## src/rtl/latch_exerciser_if.sv

```systemverilog
// Stimulus/response bundle between the exerciser and the lab latch/flip-flop top.
// master: exerciser side (drives s, r, d, g; samples the five storage outputs).
// slave: latch-top side (samples s, r, d, g on its ck input; drives the outputs).
interface latch_exerciser_if;
    logic s;        // set stimulus
    logic r;        // reset stimulus
    logic d;        // data stimulus
    logic g;        // gate/clock stimulus, wired to the latch top's ck input
    logic qa;       // SR latch Q
    logic qb;       // SR latch Q-bar
    logic q_lvl;    // level-sensitive (gated) SR latch output
    logic q_latch;  // transparent D latch output
    logic q_ff;     // D flip-flop output

    modport master (output s, r, d, g, input qa, qb, q_lvl, q_latch, q_ff);
    modport slave  (input s, r, d, g, output qa, qb, q_lvl, q_latch, q_ff);
endinterface

```

## src/rtl/latch_exerciser.sv

```systemverilog
// Self-running stimulus generator and checker for the lab latch/flip-flop top.
// Latency: start sampled at edge t -> done at edge t + 4*2**IDX_W; each vector takes 4 ck cycles.
// Backpressure: none; start is only honoured in IDLE or DONE and ignored while busy.
// Ports: ck/rst (sync, active-high) and start are plain; lab carries s/r/d/g out and
// qa/qb/q_lvl/q_latch/q_ff back; busy/done/pass, err_count (saturating),
// first_fail_valid/first_fail_idx and vec_idx report progress and results.
// IDX_W must be at least 4: the data pattern uses vector index bit 3.
module latch_exerciser #(
    parameter int IDX_W = 4,
    parameter int ERR_W = 8
) (
    input  logic                 ck,
    input  logic                 rst,
    input  logic                 start,
    latch_exerciser_if.master    lab,
    output logic                 busy,
    output logic                 done,
    output logic                 pass,
    output logic [ERR_W-1:0]     err_count,
    output logic                 first_fail_valid,
    output logic [IDX_W-1:0]     first_fail_idx,
    output logic [IDX_W-1:0]     vec_idx
);

    typedef enum logic [1:0] {IDLE, RUN, DONE} state_t;

    localparam logic [IDX_W-1:0] LAST_IDX = {IDX_W{1'b1}};
    localparam logic [ERR_W-1:0] ERR_MAX  = {ERR_W{1'b1}};

    state_t     state;
    logic [1:0] phase;
    logic       m;          // expected SR storage value
    logic       mv;         // m is meaningful once any set or reset has been applied
    logic       fail;       // sticky mismatch for the current vector
    logic       s_q, r_q, d_q, g_q;
    logic       mism;

    // Stimulus {s, r, d} for a vector index; s and r can never both be 1.
    function automatic logic [2:0] stim(input logic [IDX_W-1:0] i);
        return {i[1] & ~i[2], i[2] & ~i[1], i[0] ^ i[3]};
    endfunction

    assign lab.s = s_q;
    assign lab.r = r_q;
    assign lab.d = d_q;
    assign lab.g = g_q;

    // The D paths are always compared; the SR paths only after a set or reset has
    // defined the storage state, since the power-up state of the latch is unknown.
    assign mism = (lab.q_latch != d_q) || (lab.q_ff != d_q) ||
                  (mv && ((lab.qa != m) || (lab.qb != ~m) || (lab.q_lvl != m)));

    assign pass = done && (err_count == '0);

    always_ff @(posedge ck) begin
        if (rst) begin
            state            <= IDLE;
            phase            <= 2'd0;
            m                <= 1'b0;
            mv               <= 1'b0;
            fail             <= 1'b0;
            s_q              <= 1'b0;
            r_q              <= 1'b0;
            d_q              <= 1'b0;
            g_q              <= 1'b0;
            busy             <= 1'b0;
            done             <= 1'b0;
            err_count        <= '0;
            first_fail_valid <= 1'b0;
            first_fail_idx   <= '0;
            vec_idx          <= '0;
        end else begin
            case (state)
                IDLE, DONE: begin
                    if (start) begin
                        state               <= RUN;
                        busy                <= 1'b1;
                        done                <= 1'b0;
                        phase               <= 2'd0;
                        vec_idx             <= '0;
                        err_count           <= '0;
                        first_fail_valid    <= 1'b0;
                        first_fail_idx      <= '0;
                        m                   <= 1'b0;
                        mv                  <= 1'b0;
                        fail                <= 1'b0;
                        {s_q, r_q, d_q}     <= stim('0);
                        g_q                 <= 1'b0;
                    end
                end
                RUN: begin
                    phase <= phase + 2'd1;
                    case (phase)
                        2'd0: begin
                            // Rising gate edge next; the model follows s/r now.
                            g_q  <= 1'b1;
                            fail <= 1'b0;
                            if (s_q) begin
                                m  <= 1'b1;
                                mv <= 1'b1;
                            end else if (r_q) begin
                                m  <= 1'b0;
                                mv <= 1'b1;
                            end
                        end
                        2'd1: ;
                        2'd2: begin
                            g_q  <= 1'b0;
                            fail <= fail | mism;
                        end
                        default: begin
                            // Record the vector, folding in this edge's own check.
                            if (fail || mism) begin
                                if (err_count != ERR_MAX)
                                    err_count <= err_count + 1'b1;
                                if (!first_fail_valid) begin
                                    first_fail_valid <= 1'b1;
                                    first_fail_idx   <= vec_idx;
                                end
                            end
                            if (vec_idx == LAST_IDX) begin
                                state <= DONE;
                                busy  <= 1'b0;
                                done  <= 1'b1;
                                s_q   <= 1'b0;
                                r_q   <= 1'b0;
                                d_q   <= 1'b0;
                                g_q   <= 1'b0;
                            end else begin
                                vec_idx         <= vec_idx + 1'b1;
                                {s_q, r_q, d_q} <= stim(IDX_W'(vec_idx + 1'b1));
                            end
                        end
                    endcase
                end
                default: state <= IDLE;
            endcase
        end
    end

endmodule

```

## src/flat_wrapper.sv

```systemverilog
// flat-port wrapper written by rule: the top's interface ports become plain ports
module latch_exerciser_flat 
#(
    parameter int IDX_W = 4,
    parameter int ERR_W = 8
)
  (ck, rst, start, busy, done, pass, err_count, first_fail_valid, first_fail_idx, vec_idx, lab_s, lab_r, lab_d, lab_g, lab_qa, lab_qb, lab_q_lvl, lab_q_latch, lab_q_ff);
  latch_exerciser_if lab_i ();
  input  logic ck;
  input  logic rst;
  input  logic start;
  output logic busy;
  output logic done;
  output logic pass;
  output logic [ERR_W-1:0] err_count;
  output logic first_fail_valid;
  output logic [IDX_W-1:0] first_fail_idx;
  output logic [IDX_W-1:0] vec_idx;
  output wire logic [$bits(lab_i.s)-1:0] lab_s;
  output wire logic [$bits(lab_i.r)-1:0] lab_r;
  output wire logic [$bits(lab_i.d)-1:0] lab_d;
  output wire logic [$bits(lab_i.g)-1:0] lab_g;
  input wire logic [$bits(lab_i.qa)-1:0] lab_qa;
  input wire logic [$bits(lab_i.qb)-1:0] lab_qb;
  input wire logic [$bits(lab_i.q_lvl)-1:0] lab_q_lvl;
  input wire logic [$bits(lab_i.q_latch)-1:0] lab_q_latch;
  input wire logic [$bits(lab_i.q_ff)-1:0] lab_q_ff;
  assign lab_s = lab_i.s;
  assign lab_r = lab_i.r;
  assign lab_d = lab_i.d;
  assign lab_g = lab_i.g;
  assign lab_i.qa = lab_qa;
  assign lab_i.qb = lab_qb;
  assign lab_i.q_lvl = lab_q_lvl;
  assign lab_i.q_latch = lab_q_latch;
  assign lab_i.q_ff = lab_q_ff;
  latch_exerciser #(.IDX_W(IDX_W), .ERR_W(ERR_W)) u_core (.ck(ck), .rst(rst), .start(start), .lab(lab_i), .busy(busy), .done(done), .pass(pass), .err_count(err_count), .first_fail_valid(first_fail_valid), .first_fail_idx(first_fail_idx), .vec_idx(vec_idx));
endmodule
```

## config.mk

```make
export PLATFORM = sky130hd
export DESIGN_NAME = latch_exerciser_flat
export DESIGN_NICKNAME = d
export VERILOG_FILES = /design/src/rtl/latch_exerciser_if.sv /design/src/rtl/latch_exerciser.sv /design/src/flat_wrapper.sv
export SDC_FILE = /design/constraint.sdc
export NUM_CORES = 1
export LEC_CHECK = 0
export CORE_MARGIN = 2
export CORE_UTILIZATION = 53
export DETAILED_ROUTE_END_ITERATION = 10
export PLACE_DENSITY = 0.86
export SYNTH_ARGS = -nofsm -noshare
export SYNTH_HDL_FRONTEND = slang
export SYNTH_SLANG_ARGS = --single-unit
```

## constraint.sdc

```tcl
create_clock -name ck -period 5 [get_ports ck]
set_input_delay 0.75 -clock ck [delete_from_list [all_inputs] [get_ports ck]]
set_output_delay 0.75 -clock ck [all_outputs]
set_load 0.05 [all_outputs]
```

==> results of run 1 <==
-- through the flow --
stage	cells	hold WS [ns]	worst slack, ns	cell area (µm²)
finish	235	0.478	2.09	1860
global route	235	0.505	1.98	1860
CTS	235	0.474	2.07	1860
detailed placement	227	0.455	2.24	1800
global placement	227	0.450	2.35	1800
floorplan	169	0.452	2.79	1470
-- registers in the layout, indices dropped and copies added, names as in the netlist --
| name | count |
|---|---|
| u_core.busy | 1 |
| u_core.done | 1 |
| u_core.err_count | 8 |
| u_core.fail | 1 |
| u_core.first_fail_idx | 4 |
| u_core.first_fail_valid | 1 |
| u_core.lab.d | 1 |
| u_core.lab.g | 1 |
| u_core.lab.r | 1 |
| u_core.lab.s | 1 |
| u_core.m | 1 |
| u_core.mv | 1 |
| u_core.phase | 2 |
| u_core.state | 2 |
| u_core.vec_idx | 4 |
-- metal layers --
metal	global-route usage (%)	vias up
met5	0	-
met4	9.52	0
met3	8.29	6
met2	39.2	33
met1	28.9	688
li1	-	684
-- logic make-up (layout without fill, tap and decap cells) --
group / after synthesis / count (layout) / synth area share, %
AND/OR/NAND/NOR: 75 / 75 / 27.4
AO/OA/AOI/OAI: 44 / 44 / 20.9
flip-flops: 30 / 30 / 40.8
buffers and inverters: 9 / 44 / 2.47
adder cells (fa/ha/maj): 7 / 7 / 5.95
XOR/XNOR: 3 / 3 / 1.79
multiplexers: 1 / 1 / 0.680
-- worst reg2reg max path: cells and delay by family (launching register included) --
kind | cells | cell delay (ns)
AO/OA/AOI/OAI | 1 | 0.13
flip-flops | 1 | 0.43
AND/OR/NAND/NOR | 4 | 1.30
-- layout make-up --
class	count	area, µm²	area share (%)
clock inverter	1	5.00	0.269
timing repair buffer	31	310	16.7
inverter	5	18.8	1.01
clock buffer	7	55.1	2.95
tap	31	38.8	2.08
multi-input combinational	130	835	44.8
sequential	30	601	32.2
-- cell usage after synthesis, types with 4 or more instances --
| library cell | number | area, µm² |
|---|---|---|
| inv_1 | 5 | 18.8 |
| a22oi_1 | 4 | 30.0 |
| dfxtp_1 | 30 | 601 |
| nand2_1 | 11 | 41.3 |
| nor2_1 | 23 | 86.3 |
| ha_1 | 7 | 87.6 |
| nand3_1 | 8 | 40.0 |
| a21oi_1 | 18 | 90.1 |
| nor3_1 | 5 | 25.0 |
| a22o_1 | 4 | 35.0 |
| nand2b_1 | 4 | 25.0 |
| o21ai_0 | 6 | 30.0 |
-- how the worst min path moves through the flow --
stage / end / from / slack (ns) / cells past startpoint
after floorplan: u_core.fail / u_core.fail / 0.45 / 2
final: u_core.lab.g / u_core.lab.g / 0.48 / 2
after global routing: u_core.lab.g / u_core.lab.g / 0.51 / 2
after global placement: u_core.lab.g / u_core.lab.g / 0.45 / 2
after CTS: u_core.lab.g / u_core.lab.g / 0.47 / 2
after detailed placement: u_core.lab.g / u_core.lab.g / 0.46 / 2
-- where the power goes --
group          switching (W)  internal [W]
clock network      0.0000857     0.0000680
registers         0.00000488      0.000243
logic              0.0000403     0.0000221
==> impl_metrics.env, run 1 <==
export IMPL_path_cells="inv_1 > ha_1 > nor4b_1 > and4b_1 > clkdlybuf4s50_1"
export IMPL_synth_enable_flop_cells=0
export IMPL_worst_path_max_fanout=6
export IMPL_worst_setup_hold_path_clk_slew_ns=0.09
export IMPL_r2r_setup_slack_ns=3.08
export IMPL_io_pin_count=32
export IMPL_crit_end="pass"
export IMPL_max_clock_freq_mhz=343
export IMPL_critical_path_n_buffers_inverters=2
export IMPL_worstRegToRegCells=5
export IMPL_cts_num_sinks=30
export IMPL_fp_dieW_um=56.7
export IMPL_number_of_antenna_violations_at_the_first_check_in_global_routing=0
export IMPL_first_pass_grt_wire_length_um=5950
export IMPL_synthesis_instances=169
export IMPL_postCtsSetupBuffers=0
export IMPL_initial_core_util_pct=54.8
export IMPL_grt_setup_unrepaired="no"
export IMPL_drt_iter0_markers=48
export IMPL_clockBufferDepth=2
export IMPL_fin_util_pct=69.4
export IMPL_post_synth_cell_area_avg_um2=8.71
export IMPL_ctsHoldBuffers=0
export IMPL_leading_cell_type_in_the_layout_fill_and_taps_excluded="clkdlybuf4s50_1"
export IMPL_io_buffer_count=31
export IMPL_finalPower_w=0.000464
export IMPL_hold_viol_final=0
export IMPL_met2RoutedLength_um=1790
export IMPL_htreeDepth=2
export IMPL_critical_path_reg2reg_endpoint="u_core.lab.s"
export IMPL_critical_path_slowest_cell="clkdlybuf4s50_1"
export IMPL_finalSetupTns_ns=0
export IMPL_drcViolationCount=0
export IMPL_startpoint="u_core.err_count[0]"
export IMPL_ys_warnings_count=0
export IMPL_critPathArrivalTime_ns=2.16
export IMPL_most_frequent_cells_in_the_layout="clkdlybuf4s50_1 (31), dfxtp_1 (30), nor2_1 (23)"
export IMPL_finalCritPeriodShare_pct=58.2
export IMPL_crit_path_max_incr_delay_ns=0.79
export IMPL_globalplace_congestion=0.813
export IMPL_die_h_um=56.7
export IMPL_viasPerCell=6.00
export IMPL_tritoncts="built"
export IMPL_syn_num_nets=184
export IMPL_core_um2=2690
export IMPL_synth_seq_cells=30
export IMPL_grt_max_degree=24
export IMPL_max_slew_worst_pin_slew_ns=0.856
export IMPL_number_of_global_route_vias_before_repair=1340
export IMPL_cp_num_cells=5
export IMPL_flow_area_growth_from_synthesis_pct=26.6
export IMPL_met1_length_um=1550
export IMPL_die_area_um2=3210
export IMPL_first_pass_iters=4
export IMPL_cpLargestDelayFamily="buffers and inverters"
export IMPL_ys_async_sr_fraction_pct=0
export IMPL_maxSlewHeadroom_pct=42.8
export IMPL_post_route_wl_um=3550
export IMPL_via_count=1411
export IMPL_detailroute_wirelength_met3_um=154
export IMPL_worstSetupPathType="reg2out"
export IMPL_crit_required_ns=4.25
export IMPL_post_synth_instance_area_um2=1470
export IMPL_fill_cells=226
export IMPL_diodes=0
export IMPL_dp_final_hpwl_um=2510
export IMPL_worstSetupStartpointType="register"
export IMPL_floorplan_rows=19
export IMPL_hold_class="reg2reg"
export IMPL_grt_use_total_pct=24.1
export IMPL_synth_yosys_seq_area_share_pct=40.8
export IMPL_post_route_cells_drive_above_1_share_pct=7.35
export IMPL_post_synth_num_cell_types=43
export IMPL_endpoint_class_of_the_critical_path="output port"
export IMPL_vdd_drop_max_v=0.000241
export IMPL_route_top_layer_used="met4"
export IMPL_max_cap_violations=0
export IMPL_finalMaxSlewViolations=0
export IMPL_gr_total_overflow=0
export IMPL_worst_r2r_startpoint="u_core.state[0]"
export IMPL_nets=218
export IMPL_cts_buffers=5
export IMPL_cts_repair_resize_count=0
export IMPL_final_antenna_net_count=0
export IMPL_worst_skew_pair_late_latency_ns=0.35
export IMPL_final_period_minus_worst_setup_slack_ns=2.91
export IMPL_skew_ns=0.0107
export IMPL_ys_dominant_reg_cell="dfxtp_1"
export IMPL_routed_len_inst_um=15.1
export IMPL_leakage_nw=0.657
export IMPL_power_density_cell_area_nw_per_um2=249
export IMPL_status="finished, final reports clean"
export IMPL_root_buffer="clkbuf_4"
export IMPL_finalSetupViolCount=0
Note: power is estimated with default switching activity, not from simulation.
==> run 2: changes to the inputs <==
--- a/config.mk
+++ b/config.mk
@@ -6,9 +6,9 @@
 export NUM_CORES = 1
 export LEC_CHECK = 0
 export CORE_MARGIN = 2
-export CORE_UTILIZATION = 53
+export CORE_UTILIZATION = 49
 export DETAILED_ROUTE_END_ITERATION = 10
-export PLACE_DENSITY = 0.86
+export PLACE_DENSITY = 0.81
 export SYNTH_ARGS = -nofsm -noshare
 export SYNTH_HDL_FRONTEND = slang
 export SYNTH_SLANG_ARGS = --single-unit
==> constraint.sdc (replaced) <==
create_clock -name ck -period 2.7 [get_ports ck]
set_input_delay 0.405 -clock ck [delete_from_list [all_inputs] [get_ports ck]]
set_output_delay 0.405 -clock ck [all_outputs]
set_load 0.05 [all_outputs]
==> run 2 against run 1 <==
The flow now finishes with violations (design-rule violations). Worst hold slack worse by 0.012 ns. Register-to-register slack got worse by 2.3 ns. Setup slack lost 1.9 ns. Largest power group unchanged. Non-clock buffer count rose by 2. First-iteration DRC count is 15% higher.
==> impl_metrics.env, run 2 (synthesis gave the netlist of run 1 again) <==
export IMPL_status="complete, but fails checks"
export IMPL_failed_checks="design-rule violations"
export IMPL_hold_class="reg2reg"
export IMPL_cp_num_cells=5
export IMPL_ctsHoldBuffers=0
export IMPL_critical_path_n_buffers_inverters=2
export IMPL_finalPower_w=0.000816
export IMPL_hold_viol_final=0
export IMPL_finalMaxSlewViolations=0
export IMPL_pre_cts_ws_ns=0.308
export IMPL_grt_setup_unrepaired="no"
export IMPL_design_area_um2=1860
export IMPL_first_pass_iters=7
export IMPL_tritoncts="built"
export IMPL_worstSetupStartpointType="register"
export IMPL_register_bank_with_the_most_flops="u_core.err_count"
export IMPL_root_buffer="clkbuf_4"
export IMPL_maxSlewHeadroom_pct=55.3
export IMPL_fin_ws_ns=0.195
export IMPL_finalCritPeriodShare_pct=92.8
export IMPL_postCtsSetupBuffers=0
export IMPL_crit_path_max_incr_delay_ns=0.80
export IMPL_path_cells="inv_1 > ha_1 > nor4b_1 > and4b_1 > clkdlybuf4s50_1"
export IMPL_cts_repair_resize_count=0
export IMPL_vdd_drop_max_v=0.000282
export IMPL_startpoint="u_core.err_count[0]"
export IMPL_endpoint_class_of_the_critical_path="output port"
export IMPL_leakage_nw=0.657
export IMPL_max_cap_violations=0
export IMPL_worst_r2r_startpoint="u_core.phase[0]"
export IMPL_number_of_flip_flops_under_the_largest_register_name=8
export IMPL_flow_area_growth_from_synthesis_pct=26.6
export IMPL_cpLargestDelayFamily="buffers and inverters"
export IMPL_most_frequent_cells_in_the_layout="clkdlybuf4s50_1 (31), dfxtp_1 (30), nor2_1 (23)"
export IMPL_routed_len_inst_um=14.8
export IMPL_grt_max_degree=23
export IMPL_final_period_minus_worst_setup_slack_ns=2.51
export IMPL_fp_dieW_um=58.8
export IMPL_critical_path_reg2reg_endpoint="u_core.lab.s"
export IMPL_post_route_cells_drive_above_1_share_pct=7.32
export IMPL_gr_total_overflow=0
export IMPL_finalSetupTns_ns=0
export IMPL_max_slew_worst_pin_slew_ns=0.664
export IMPL_diodes=0
export IMPL_worst_setup_hold_path_clk_slew_ns=0.09
export IMPL_htreeDepth=2
export IMPL_via_count=1392
export IMPL_worstRegToRegCells=6
export IMPL_worst_skew_pair_late_latency_ns=0.32
export IMPL_dp_final_hpwl_um=2650
export IMPL_core_um2=2810
export IMPL_crit_required_ns=2.30
export IMPL_placedInstanceArea_um2=1820
export IMPL_worst_path_max_fanout=6
export IMPL_grt_use_total_pct=22.5
export IMPL_io_pin_count=32
export IMPL_clockBufferDepth=2
export IMPL_max_clock_freq_mhz=399
export IMPL_worstSetupPathType="reg2out"
export IMPL_biggestRegsByFlops="u_core.err_count: 8 flops, u_core.first_fail_idx: 4 flops, u_core.vec_idx: 4 flops"
export IMPL_globalplace_congestion=0.868
export IMPL_skew_ns=0.00627
export IMPL_die_h_um=58.8
export IMPL_io_buffer_count=31
export IMPL_drcViolationCount=2
export IMPL_nets=220
export IMPL_leading_cell_type_in_the_layout_fill_and_taps_excluded="clkdlybuf4s50_1"
export IMPL_post_route_wl_um=3500
export IMPL_floorplan_rows=19
export IMPL_initial_core_util_pct=52.5
export IMPL_critical_path_slowest_cell="clkdlybuf4s50_1"
export IMPL_cts_num_sinks=30
export IMPL_die_area_um2=3460
export IMPL_viasPerCell=5.90
export IMPL_critPathArrivalTime_ns=2.10
export IMPL_final_antenna_net_count=0
export IMPL_power_density_cell_area_nw_per_um2=438
export IMPL_drt_iter0_markers=55
export IMPL_cts_buffers=5
export IMPL_crit_end="pass"
export IMPL_finalSetupViolCount=0
export IMPL_first_pass_grt_wire_length_um=5840
export IMPL_r2r_setup_slack_ns=0.79
export IMPL_number_of_global_route_vias_before_repair=1313
export IMPL_number_of_antenna_violations_at_the_first_check_in_global_routing=0
run 2: changes by cell type in the layout (fill, tap and decap cells not counted):
cell	delta
buf_4	+2
clkbuf_8	-1
clkbuf_1	+1
clkinv_2	-1
run 2: metal layers:
metal,global-route usage [%],vias up,wire [µm],part of all wire [%]
met5,0,-,0,0
met4,8.12,0,40,1.1
met3,6.81,5,193,5.5
met2,34.4,40,1680,48
met1,29.9,658,1590,45
li1,-,689,-,-
run 2: tightest hold or removal path: cells and delay by family (launching register included):
kind            cells  cell delay [ns]
compound gates      1             0.05
flops               1             0.32
simple gates        1             0.05
run 2: report_power, final:
| group | leakage (nW) | internal [W] | switching (W) | total, W |
|---|---|---|---|---|
| registers | 0.243 | 0.000450 | 0.00000869 | 0.000459 |
| clock network | 0.0254 | 0.0000979 | 0.000141 | 0.000239 |
| logic | 0.389 | 0.0000434 | 0.0000742 | 0.000118 |
run 2: cell type report:
type / count / area (µm²)
well taps: 31 / 38.8
inverters: 5 / 18.8
repair buffers: 33 / 325
fillers: 243 / 942
clock buffers: 7 / 45.0
multi-input cells: 130 / 835
flip-flops and latches: 30 / 601
run 2: per-stage QoR:
step           hold WS, ns  instances  utilization (%)
6_report             0.466        236             66.4
5_1_grt              0.501        236             66.4
4_1_cts              0.474        236             66.4
3_5_place_dp         0.458        229             64.8
3_3_place_gp         0.451        229             64.8
2_1_floorplan        0.452        169                -
run 2: how the worst min path moves through the flow:
stage / from / to / cells past startpoint
2_1_floorplan: u_core.fail / u_core.fail / 2
3_3_place_gp: u_core.lab.g / u_core.lab.g / 2
3_5_place_dp: u_core.lab.g / u_core.lab.g / 2
4_1_cts: u_core.lab.g / u_core.lab.g / 2
5_1_grt: u_core.lab.g / u_core.lab.g / 2
6_report: u_core.lab.g / u_core.lab.g / 2
==> run 3: changes to the inputs <==
--- a/config.mk
+++ b/config.mk
@@ -12,3 +12,4 @@
 export SYNTH_ARGS = -nofsm -noshare
 export SYNTH_HDL_FRONTEND = slang
 export SYNTH_SLANG_ARGS = --single-unit
+export TNS_END_PERCENT = 5
==> results of run 3 <==
Same layout as run 2: the final DEF is identical, and so are final timing and power.
